[src/rtl/traffic_light_monitor.sv]
`timescale 1ns/1ps
// Traffic light monitor: decodes observed lamp drives into phases, measures how long
// each phase lasts and flags illegal lamp combinations, bad sequencing and timing faults.
module traffic_light_monitor #(
  parameter int unsigned Y_DWELL    = 501,
  parameter int unsigned G_DWELL    = 1501,
  parameter int unsigned BLINK_HALF = 251,
  parameter int unsigned TOL        = 2
) (
  input  logic        clk_50,
  input  logic        reset,
  input  logic        main_R,
  input  logic        main_G,
  input  logic        main_Y,
  input  logic        side_R,
  input  logic        side_G,
  input  logic        side_Y,
  output logic [2:0]  phase,
  output logic [15:0] dwell_last,
  output logic        blink_mode,
  output logic        fault,
  output logic [2:0]  fault_code,
  output logic        fault_pulse,
  output logic [7:0]  fault_count
);

  typedef enum logic [2:0] {
    PH_RESET    = 3'd0,
    PH_MR_SY    = 3'd1,
    PH_MR_SG    = 3'd2,
    PH_MY_SR    = 3'd3,
    PH_MG_SR    = 3'd4,
    PH_BLINK_ON = 3'd5,
    PH_DARK     = 3'd6,
    PH_ILLEGAL  = 3'd7
  } phase_t;

  typedef enum logic [2:0] {
    FC_NONE           = 3'd0,
    FC_ILLEGAL_COMBO  = 3'd1,
    FC_BAD_TRANSITION = 3'd2,
    FC_SHORT_DWELL    = 3'd3,
    FC_LONG_DWELL     = 3'd4
  } fault_code_t;

  logic [5:0]  lamp_q;
  logic        lamp_valid;
  phase_t      phase_q, phase_d, new_phase;
  logic [15:0] dwell_cnt, dwell_cnt_d, dwell_last_d;
  logic        first_q, first_d, blink_d;
  logic        fault_d, fault_pulse_d;
  logic [2:0]  fault_code_d;
  logic [7:0]  fault_count_d;
  logic        ev_illegal, ev_bad, ev_short, ev_long, checked, fault_event;
  logic [31:0] long_limit;
  fault_code_t event_code;

  function automatic phase_t decode(input logic [5:0] l);
    // Bit order: main_R, main_G, main_Y, side_R, side_G, side_Y.
    case (l)
      6'b100_001: decode = PH_MR_SY;
      6'b100_010: decode = PH_MR_SG;
      6'b001_100: decode = PH_MY_SR;
      6'b010_100: decode = PH_MG_SR;
      6'b001_001: decode = PH_BLINK_ON;
      6'b000_000: decode = PH_DARK;
      default:    decode = PH_ILLEGAL;
    endcase
  endfunction

  function automatic logic [31:0] expected_dwell(input phase_t p);
    case (p)
      PH_MR_SY, PH_MY_SR:   expected_dwell = Y_DWELL;
      PH_MR_SG, PH_MG_SR:   expected_dwell = G_DWELL;
      PH_BLINK_ON, PH_DARK: expected_dwell = BLINK_HALF;
      default:              expected_dwell = '0;
    endcase
  endfunction

  function automatic logic legal_move(input phase_t from, input phase_t to);
    logic to_blink;
    to_blink = (to == PH_BLINK_ON) || (to == PH_DARK);
    case (from)
      PH_MR_SY:    legal_move = (to == PH_MR_SG) || to_blink;
      PH_MR_SG:    legal_move = (to == PH_MY_SR) || to_blink;
      PH_MY_SR:    legal_move = (to == PH_MG_SR) || to_blink;
      PH_MG_SR:    legal_move = (to == PH_MR_SY) || to_blink;
      PH_BLINK_ON: legal_move = (to == PH_DARK);
      PH_DARK:     legal_move = (to == PH_BLINK_ON);
      default:     legal_move = 1'b1;
    endcase
  endfunction

  assign phase = phase_q;

  always_comb begin
    // NOTE: every signal gets a default before any branch so no latch is inferred.
    new_phase     = decode(lamp_q);
    phase_d       = phase_q;
    dwell_cnt_d   = dwell_cnt;
    dwell_last_d  = dwell_last;
    first_d       = first_q;
    blink_d       = blink_mode;
    ev_illegal    = 1'b0;
    ev_bad        = 1'b0;
    ev_short      = 1'b0;
    ev_long       = 1'b0;
    checked       = 1'b0;
    long_limit    = expected_dwell(phase_q) + TOL + 32'd1;

    // Phase stays at 0 until the lamp register holds a real sample.
    if (lamp_valid) begin
      if (new_phase != phase_q) begin
        phase_d      = new_phase;
        dwell_cnt_d  = 16'd1;
        dwell_last_d = dwell_cnt;
        if (phase_q != PH_RESET) first_d = 1'b0;
        if (new_phase == PH_BLINK_ON || new_phase == PH_DARK) blink_d = 1'b1;
        checked    = !first_q && (phase_q != PH_ILLEGAL);
        ev_illegal = (new_phase == PH_ILLEGAL);
        ev_bad     = checked && (new_phase != PH_ILLEGAL) && !legal_move(phase_q, new_phase);
        ev_short   = checked && (({16'd0, dwell_cnt} + TOL) < expected_dwell(phase_q));
      end else begin
        if (dwell_cnt != 16'hFFFF) dwell_cnt_d = dwell_cnt + 16'd1;
        // The inequality on the old count keeps a saturated counter from refiring.
        ev_long = (phase_q != PH_RESET) && (phase_q != PH_ILLEGAL) &&
                  ({16'd0, dwell_cnt_d} == long_limit) && ({16'd0, dwell_cnt} != long_limit);
      end
    end

    fault_event = ev_illegal | ev_bad | ev_short | ev_long;
    if (ev_illegal)    event_code = FC_ILLEGAL_COMBO;
    else if (ev_bad)   event_code = FC_BAD_TRANSITION;
    else if (ev_short) event_code = FC_SHORT_DWELL;
    else if (ev_long)  event_code = FC_LONG_DWELL;
    else               event_code = FC_NONE;

    fault_pulse_d = fault_event;
    fault_d       = fault | fault_event;
    fault_code_d  = (fault_event && !fault) ? event_code : fault_code;
    fault_count_d = (fault_event && fault_count != 8'hFF) ? fault_count + 8'd1 : fault_count;
  end

  // NOTE: state registers use non-blocking assignments so all updates see pre-edge values.
  always_ff @(posedge clk_50) begin
    if (reset) begin
      lamp_q      <= '0;
      lamp_valid  <= 1'b0;
      phase_q     <= PH_RESET;
      dwell_cnt   <= '0;
      dwell_last  <= '0;
      first_q     <= 1'b1;
      blink_mode  <= 1'b0;
      fault       <= 1'b0;
      fault_code  <= '0;
      fault_pulse <= 1'b0;
      fault_count <= '0;
    end else begin
      lamp_q      <= {main_R, main_G, main_Y, side_R, side_G, side_Y};
      lamp_valid  <= 1'b1;
      phase_q     <= phase_d;
      dwell_cnt   <= dwell_cnt_d;
      dwell_last  <= dwell_last_d;
      first_q     <= first_d;
      blink_mode  <= blink_d;
      fault       <= fault_d;
      fault_code  <= fault_code_d;
      fault_pulse <= fault_pulse_d;
      fault_count <= fault_count_d;
    end
  end

endmodule

[config.mk]
export PLATFORM = sky130hd
export DESIGN_NAME = traffic_light_monitor
export DESIGN_NICKNAME = d
export VERILOG_FILES = /design/src/rtl/traffic_light_monitor.sv
export SDC_FILE = /design/constraint.sdc
export NUM_CORES = 1
export LEC_CHECK = 0
export CAP_MARGIN = 5
export CELL_PAD_IN_SITES_DETAIL_PLACEMENT = 0
export CELL_PAD_IN_SITES_GLOBAL_PLACEMENT = 1
export CORE_MARGIN = 4
export CORE_UTILIZATION = 40
export DETAILED_ROUTE_END_ITERATION = 7
export DONT_BUFFER_PORTS = 1
export PLACE_DENSITY = 0.81
export SYNTH_ARGS = -nofsm -noshare
export SYNTH_HDL_FRONTEND = slang
export SYNTH_SLANG_ARGS = --single-unit
[constraint.sdc]
create_clock -name clk_50 -period 3.4 [get_ports clk_50]
set_input_delay 0.34 -clock clk_50 [delete_from_list [all_inputs] [get_ports clk_50]]
set_output_delay 0.34 -clock clk_50 [all_outputs]
set_load 0.03 [all_outputs]
After elaboration in Yosys (flattened, before gate mapping)
Cells that the tools add are included.

Output and inout port bits: 33. Bits in registers: 57. Input port bits: 8.

Order comparisons: 1. Multiplexer cells: 24. $add $sub $neg: 5. Equal/unequal tests: 25. Reductions and logical operators: 25. Bitwise gates (word level): 4.

Operators with widths (count): 16-bit two-way mux (4); 32-bit two-way mux (2); 11-bit case mux with 3 select lines (1); 32-bit by 1-bit adder with 32-bit output, second input constant (1); 32-bit by 2-bit adder with 32-bit output, second input constant (1); 16-bit by 32-bit equality test with 1-bit output (1); 17-bit by 32-bit < comparator with 1-bit output (1); 16-bit by 32-bit inequality test with 1-bit output (1); 3-bit equality test, second input constant (7); 3-bit case mux with 6 select lines (1); 16-bit by 2-bit adder with 17-bit output, second input constant (1); 16-bit by 1-bit adder with 16-bit output, second input constant (1); 16-bit inequality test, second input constant (1); 3-bit by 2-bit equality test with 1-bit output, second input constant (4); 6-bit by 4-bit equality test with 1-bit output, second input constant (2); 6-bit equality test, second input constant (2); 3-bit two-way mux (4); 1-bit two-way mux (11); 1-bit logical AND (9); 8-bit by 1-bit adder with 8-bit output, second input constant (1); 8-bit inequality test, second input constant (1); 3-bit by 1-bit equality test with 1-bit output, second input constant (2); 6-bit by 5-bit equality test with 1-bit output, second input constant (1); 6-bit logical NOT (1); other kinds (10) (23).

Depth between registers and ports, before layout
Depth in word-level cells: 16. Mapped depth: 16.

Worst setup path after synthesis
No wires, ideal clock.

Kind: reg2reg. Start point: register phase_q[0], in the netlist phase[0]. End point: register fault_count[0]. Cell stages (with the launch flop): 15. Period minus slack after synthesis: 3.641 ns. Slack: -0.241 ns. Buffers on the path: 1. Library setup time: 0.123 ns. Arrival: 3.518 ns. Path through: dfxtp_1 > clkbuf_1 > nor3_1 > a21oi_2 > inv_1 > ha_1 > a21o_1 > a21o_1 > a31oi_1 > a21oi_1 > o211a_1 > o41ai_1 > a211oi_2 > nor2b_1 > mux2_1.

Longest elaborated chain between the ends: 12.

RTL lines: start, declared (RTL line 48) `phase_t phase_q, phase_d, new_phase;`; start signal, assigned (RTL line 161) `phase_q <= phase_d;`; 3-bit equality test (tied with other cells) (RTL line 72, 83); 2-bit OR reduction / 1-bit case mux with 6 select lines (equally long branches) (RTL line 72, 83); 11-bit case mux with 3 select lines / 1-bit two-way mux (equally long branches) (RTL line 72, 113); 32-bit by 2-bit adder with 32-bit output (tied with other cells) (RTL line 109) `long_limit = expected_dwell(phase_q) + TOL + 32'd1;`; 32-bit by 1-bit adder with 32-bit output (tied with other cells) (RTL line 109); 16-bit by 32-bit equality test with 1-bit output (tied with other cells) (RTL line 127) `({16'd0, dwell_cnt_d} == long_limit) && ({16'd0, dwell_cnt} != long_limit);`; 1-bit logical AND (tied with other cells) (RTL line 126) `ev_long = (phase_q != PH_RESET) && (phase_q != PH_ILLEGAL) &&`; 1-bit logical AND (tied with other cells) (RTL line 127); 1-bit two-way mux (tied with other cells) (RTL line 113) `if (new_phase != phase_q) begin`; 1-bit two-way mux / 1-bit bitwise OR (equally long branches) (RTL line 112, 131); 1-bit bitwise OR (*) (RTL line 131) `fault_event = ev_illegal | ev_bad | ev_short | ev_long;`; 1-bit logical AND (*) (RTL line 141) `fault_count_d = (fault_event && fault_count != 8'hFF) ? fault_count + 8'd1 : fault_count;`; end signal, assigned (RTL line 169) `fault_count <= fault_count_d;`; end, declared (RTL line 24) `output logic [7:0] fault_count`.

Mark *: on every way between the ends. The rest lies on a longest branch, timed or not. The select of a mux whose other input is x is not followed. A chain may end at the register's enable or synchronous reset.

Final worst setup path
Start point: register phase_q[2], in the netlist phase[2]. End point: register fault_count[7].

The elaborated chain is that of the path after synthesis.

==> flow_metrics.tcl <==
set metrics [dict create \
    crit_required_ns 3.63 \
    clock_sinks 57 \
    reg2reg_from "phase[2]" \
    p_int_mw 1.31 \
    critPathKind "register to register" \
    fin_setup_tns_ns 0 \
    coreArea_um2 9280 \
    yosysWarnings 0 \
    cp_max_fo 7 \
    fillCellCount 942 \
    dr.pass1.iters 7 \
    wirelength_um 11300 \
    ctsLongestPathBuffers 2 \
    async_flop_share_pct 0 \
    path_cells "and2_4 -> a21oi_2 -> inv_1 -> ha_1 -> a21o_1 -> a21o_1 -> a31oi_2 -> a21oi_1 -> o211a_1 -> o41ai_4 -> a211oi_2 -> buf_6 -> buf_4 -> o311a_1" \
    synthesis.area_um2 3840 \
    min_path_type "input pin to register" \
    pwr-share-clk_pct 44.1 \
    seq_area_frac_synth_pct 29.7 \
    instances_no_fill 669 \
    synth_enable_flop_cells 0 \
    p_sw_uw 483 \
    drc_errors 0 \
    status "finished clean" \
    hpwl_um 8150 \
    die_area_um2 11200 \
    overflow 0 \
    arrival_ns 3.52 \
    antenna-diode-count 0 \
    clk_pin_slew_worst_paths_ns 0.07 \
    r2r_end "fault_count[7]" \
    grt_usage_pct 20.1 \
    clkLatencyLatePin_ns 0.33 \
    die_h_um 106 \
    place_inst 643 \
    via_per_inst 5.79 \
    drt-wirelength-per-cell_um 16.9 \
    vias 3876 \
    drt_iter0_markers 385 \
    fmax_mhz 304 \
    p_comb_share_pct 15.0 \
    die_w_um 106 \
    nNetsFinal 554 \
    cts-root-buf "clkbuf_8" \
    ys_top_cells_by_area "dfxtp_1, a21oi_1, nor2_1, nand2_1, o21ai_0" \
    finalCriticalPeriod_ns 3.29 \
    cp_slowest_cell "o41ai_4" \
    whs_endpoint "phase[1]" \
    leakage_nw 1.74 \
    p_total_mw 1.79 \
    initial_core_util_pct 41.4 \
    holdPathStages 1 \
    grt_pass1_wl_um 18400 \
    cts_tree "built" \
    drive_gt1_share_pct 18.5 \
    powerDensity_nw_per_um2 388 \
    grt_pass1_vias 3647 \
    endpoint_kind "register" \
    hold_start "reset" \
    finalHoldViolCount 0 \
    p_seq_share_pct 40.9 \
    synth-seq-cells 57 \
    cpMostUsedCell "a21o_1" \
    fin_area_um2 4610 \
    worst_slew_pin_slew_ns 0.657 \
    syn_nets 534 \
    gp_congestion 1.06 \
    area_delta_synth_final_pct 20.0 \
    cp_top_family "compound AO/OA/AOI/OAI gates" \
    slowest_delay_ns 0.45 \
    finalClockSkew_ns 0.00890 \
    num_io_pins 41 \
    rows 35 \
    ir_drop_v 0.000270 \
    grt_max_degree 56 \
    htreeDepth 3 \
    drv_cap 0 \
    final_antenna_net_count 0 \
    synth_cell_types 62 \
    synthFlopType "dfxtp_1" \
    cp_num_buf_inv 3 \
    startpoint_type "register" \
    cts_made_buffers 9 \
    p_sw_share_pct 27.0 \
    antenna_found_initial 0 \
    yosys.area.top_type "dfxtp_1" \
    postSynthAreaPerCell_um2 7.46 \
    hold-worst-slack_ns 0.0657 \
    slew_headroom_pct 55.9 \
    synthCells 515 \
    regToRegSetupSlack_ns 0.11 \
    dpl_cell_area_um2 4150 \
    synth_top_cell_area_share_pct 29.7 \
    setup_viol 0 \
    ff2ff_path_depth 14 \
    drv_slew 0 \
    min_period_over_period_pct 96.8 \
    io_buffers 0 \
]
-- how the worst max path moves through the flow --
stage,cells past startpoint,startpoint,slack [ns],end
after floorplan,15,phase[2],0.06,fault_count[0]
after global placement,14,dwell_cnt[1],-0.04,fault_count[3]
after detailed placement,14,dwell_cnt[1],-0.10,fault_count[4]
after CTS,13,dwell_cnt[5],0.04,fault_count[4]
after global routing,14,dwell_cnt[2],-0.008,fault_count[7]
final,14,phase[2],0.11,fault_count[7]
-- power by group through the flow --
stage          sequential, mW  combinational, mW  clock, mW
2_1_floorplan           0.744              0.182          0
3_3_place_gp            0.749              0.229          0
3_5_place_dp            0.750              0.230          0
4_1_cts                 0.735              0.233      0.806
5_1_grt                 0.736              0.295      0.843
6_report                0.732              0.268      0.789
-- logic make-up after synthesis --
| logic type | count (synthesis) | share of synthesized area, % |
|---|---|---|
| adders and majority gates | 11 | 3.58 |
| AOI/OAI and AO/OA | 129 | 21.0 |
| DFF | 57 | 29.7 |
| muxes | 3 | 0.814 |
| xor gates and xnor gates | 29 | 6.97 |
| buffers and inverters | 57 | 6.06 |
| and+or+nand+nor | 229 | 31.9 |
-- worst register-to-register path: cells and delay by family (launching register included) --
family,cells,cell delay [ns]
simple gates,1,0.18
buf+inv,3,0.38
flops,1,0.35
fa+ha+maj,1,0.29
compound gates,9,1.99
-- registers in the layout (all words and copies together), names as in the netlist --
| name | cells |
|---|---|
| dwell_cnt | 16 |
| dwell_last | 16 |
| fault_count | 8 |
| lamp_q | 6 |
| fault_code | 3 |
| phase | 3 |
| blink_mode | 1 |
| fault | 1 |
| fault_pulse | 1 |
| first_q | 1 |
| lamp_valid | 1 |
-- per-layer routing --
metal | wire length (µm) | vias to the layer above | track usage [%]
li1 | - | 1916 | -
met1 | 5230 | 1824 | 27.2
met2 | 5190 | 122 | 31.5
met3 | 678 | 14 | 4.07
met4 | 188 | 0 | 7.68
met5 | 0 | - | 0
-- final cells by class --
class                   count  area (µm²)  share of cell area, %
flip-flops and latches     57        1170                   25.3
well taps                 129         161                   3.50
clock inverters             5         103                   2.23
multi-input cells         401        2570                   55.8
repair buffers             52         409                   8.88
inverters                  14        56.3                   1.22
clock buffers              11         141                   3.07
-- synthesized netlist by cell type (all sizes together), types with 3 or more instances --
library cell   n
clkbuf        31
nor4b          6
o41ai          3
ha            11
nand2         43
or4            4
and2           5
xor2          13
nand3         26
and4           3
nor4          15
nor3          21
nor2b         10
dfxtp         57
a21oi         44
inv           14
nand4b         3
or2            3
nor3b          4
nor2          51
o31ai          3
nand4         13
or3            8
and3           7
xnor2         15
a211oi         7
a31oi          6
buf           12
a22oi          4
o21ai         37
-- what timing repair did --
action | CTS | global route
setup buffers | 0 | 10
hold buffers | 0 | 0
endpoints found under the setup margin | 6 | 8
pin swaps | 0 | 10
gates cloned | 0 | 0
gates resized for setup | 2 | 34
-- through the flow --
step	utilization (%)	worst slack (ns)
global route	49.6	-0.00751
detailed placement	44.7	-0.105
floorplan	-	0.0553
global placement	44.7	-0.0442
finish	49.6	0.108
CTS	47.4	0.0424
-- cell usage in the layout, fill, tap and decap left out, types with 4 or more instances in the layout --
cell      synthesis  layout
nor2_1           51      51
dfxtp_1          57      49
buf_4             1      49
nand2_1          43      43
a21oi_1          43      42
o21ai_0          31      31
nand3_1          26      25
nor3_1           21      19
xnor2_1          15      13
inv_1            14      13
nor4_1           14      13
nand4_1          12      12
xor2_1           13      12
nor2b_1          10      10
ha_1             11      10
clkbuf_8          0      10
or3_1             8       8
and3_1            7       7
a211oi_1          6       6
o21ai_1           6       6
dfxtp_4           0       6
nor4b_1           6       5
a31oi_1           6       5
or4_1             4       4
a22oi_1           4       4
Power figures use the tool's default switching activity.
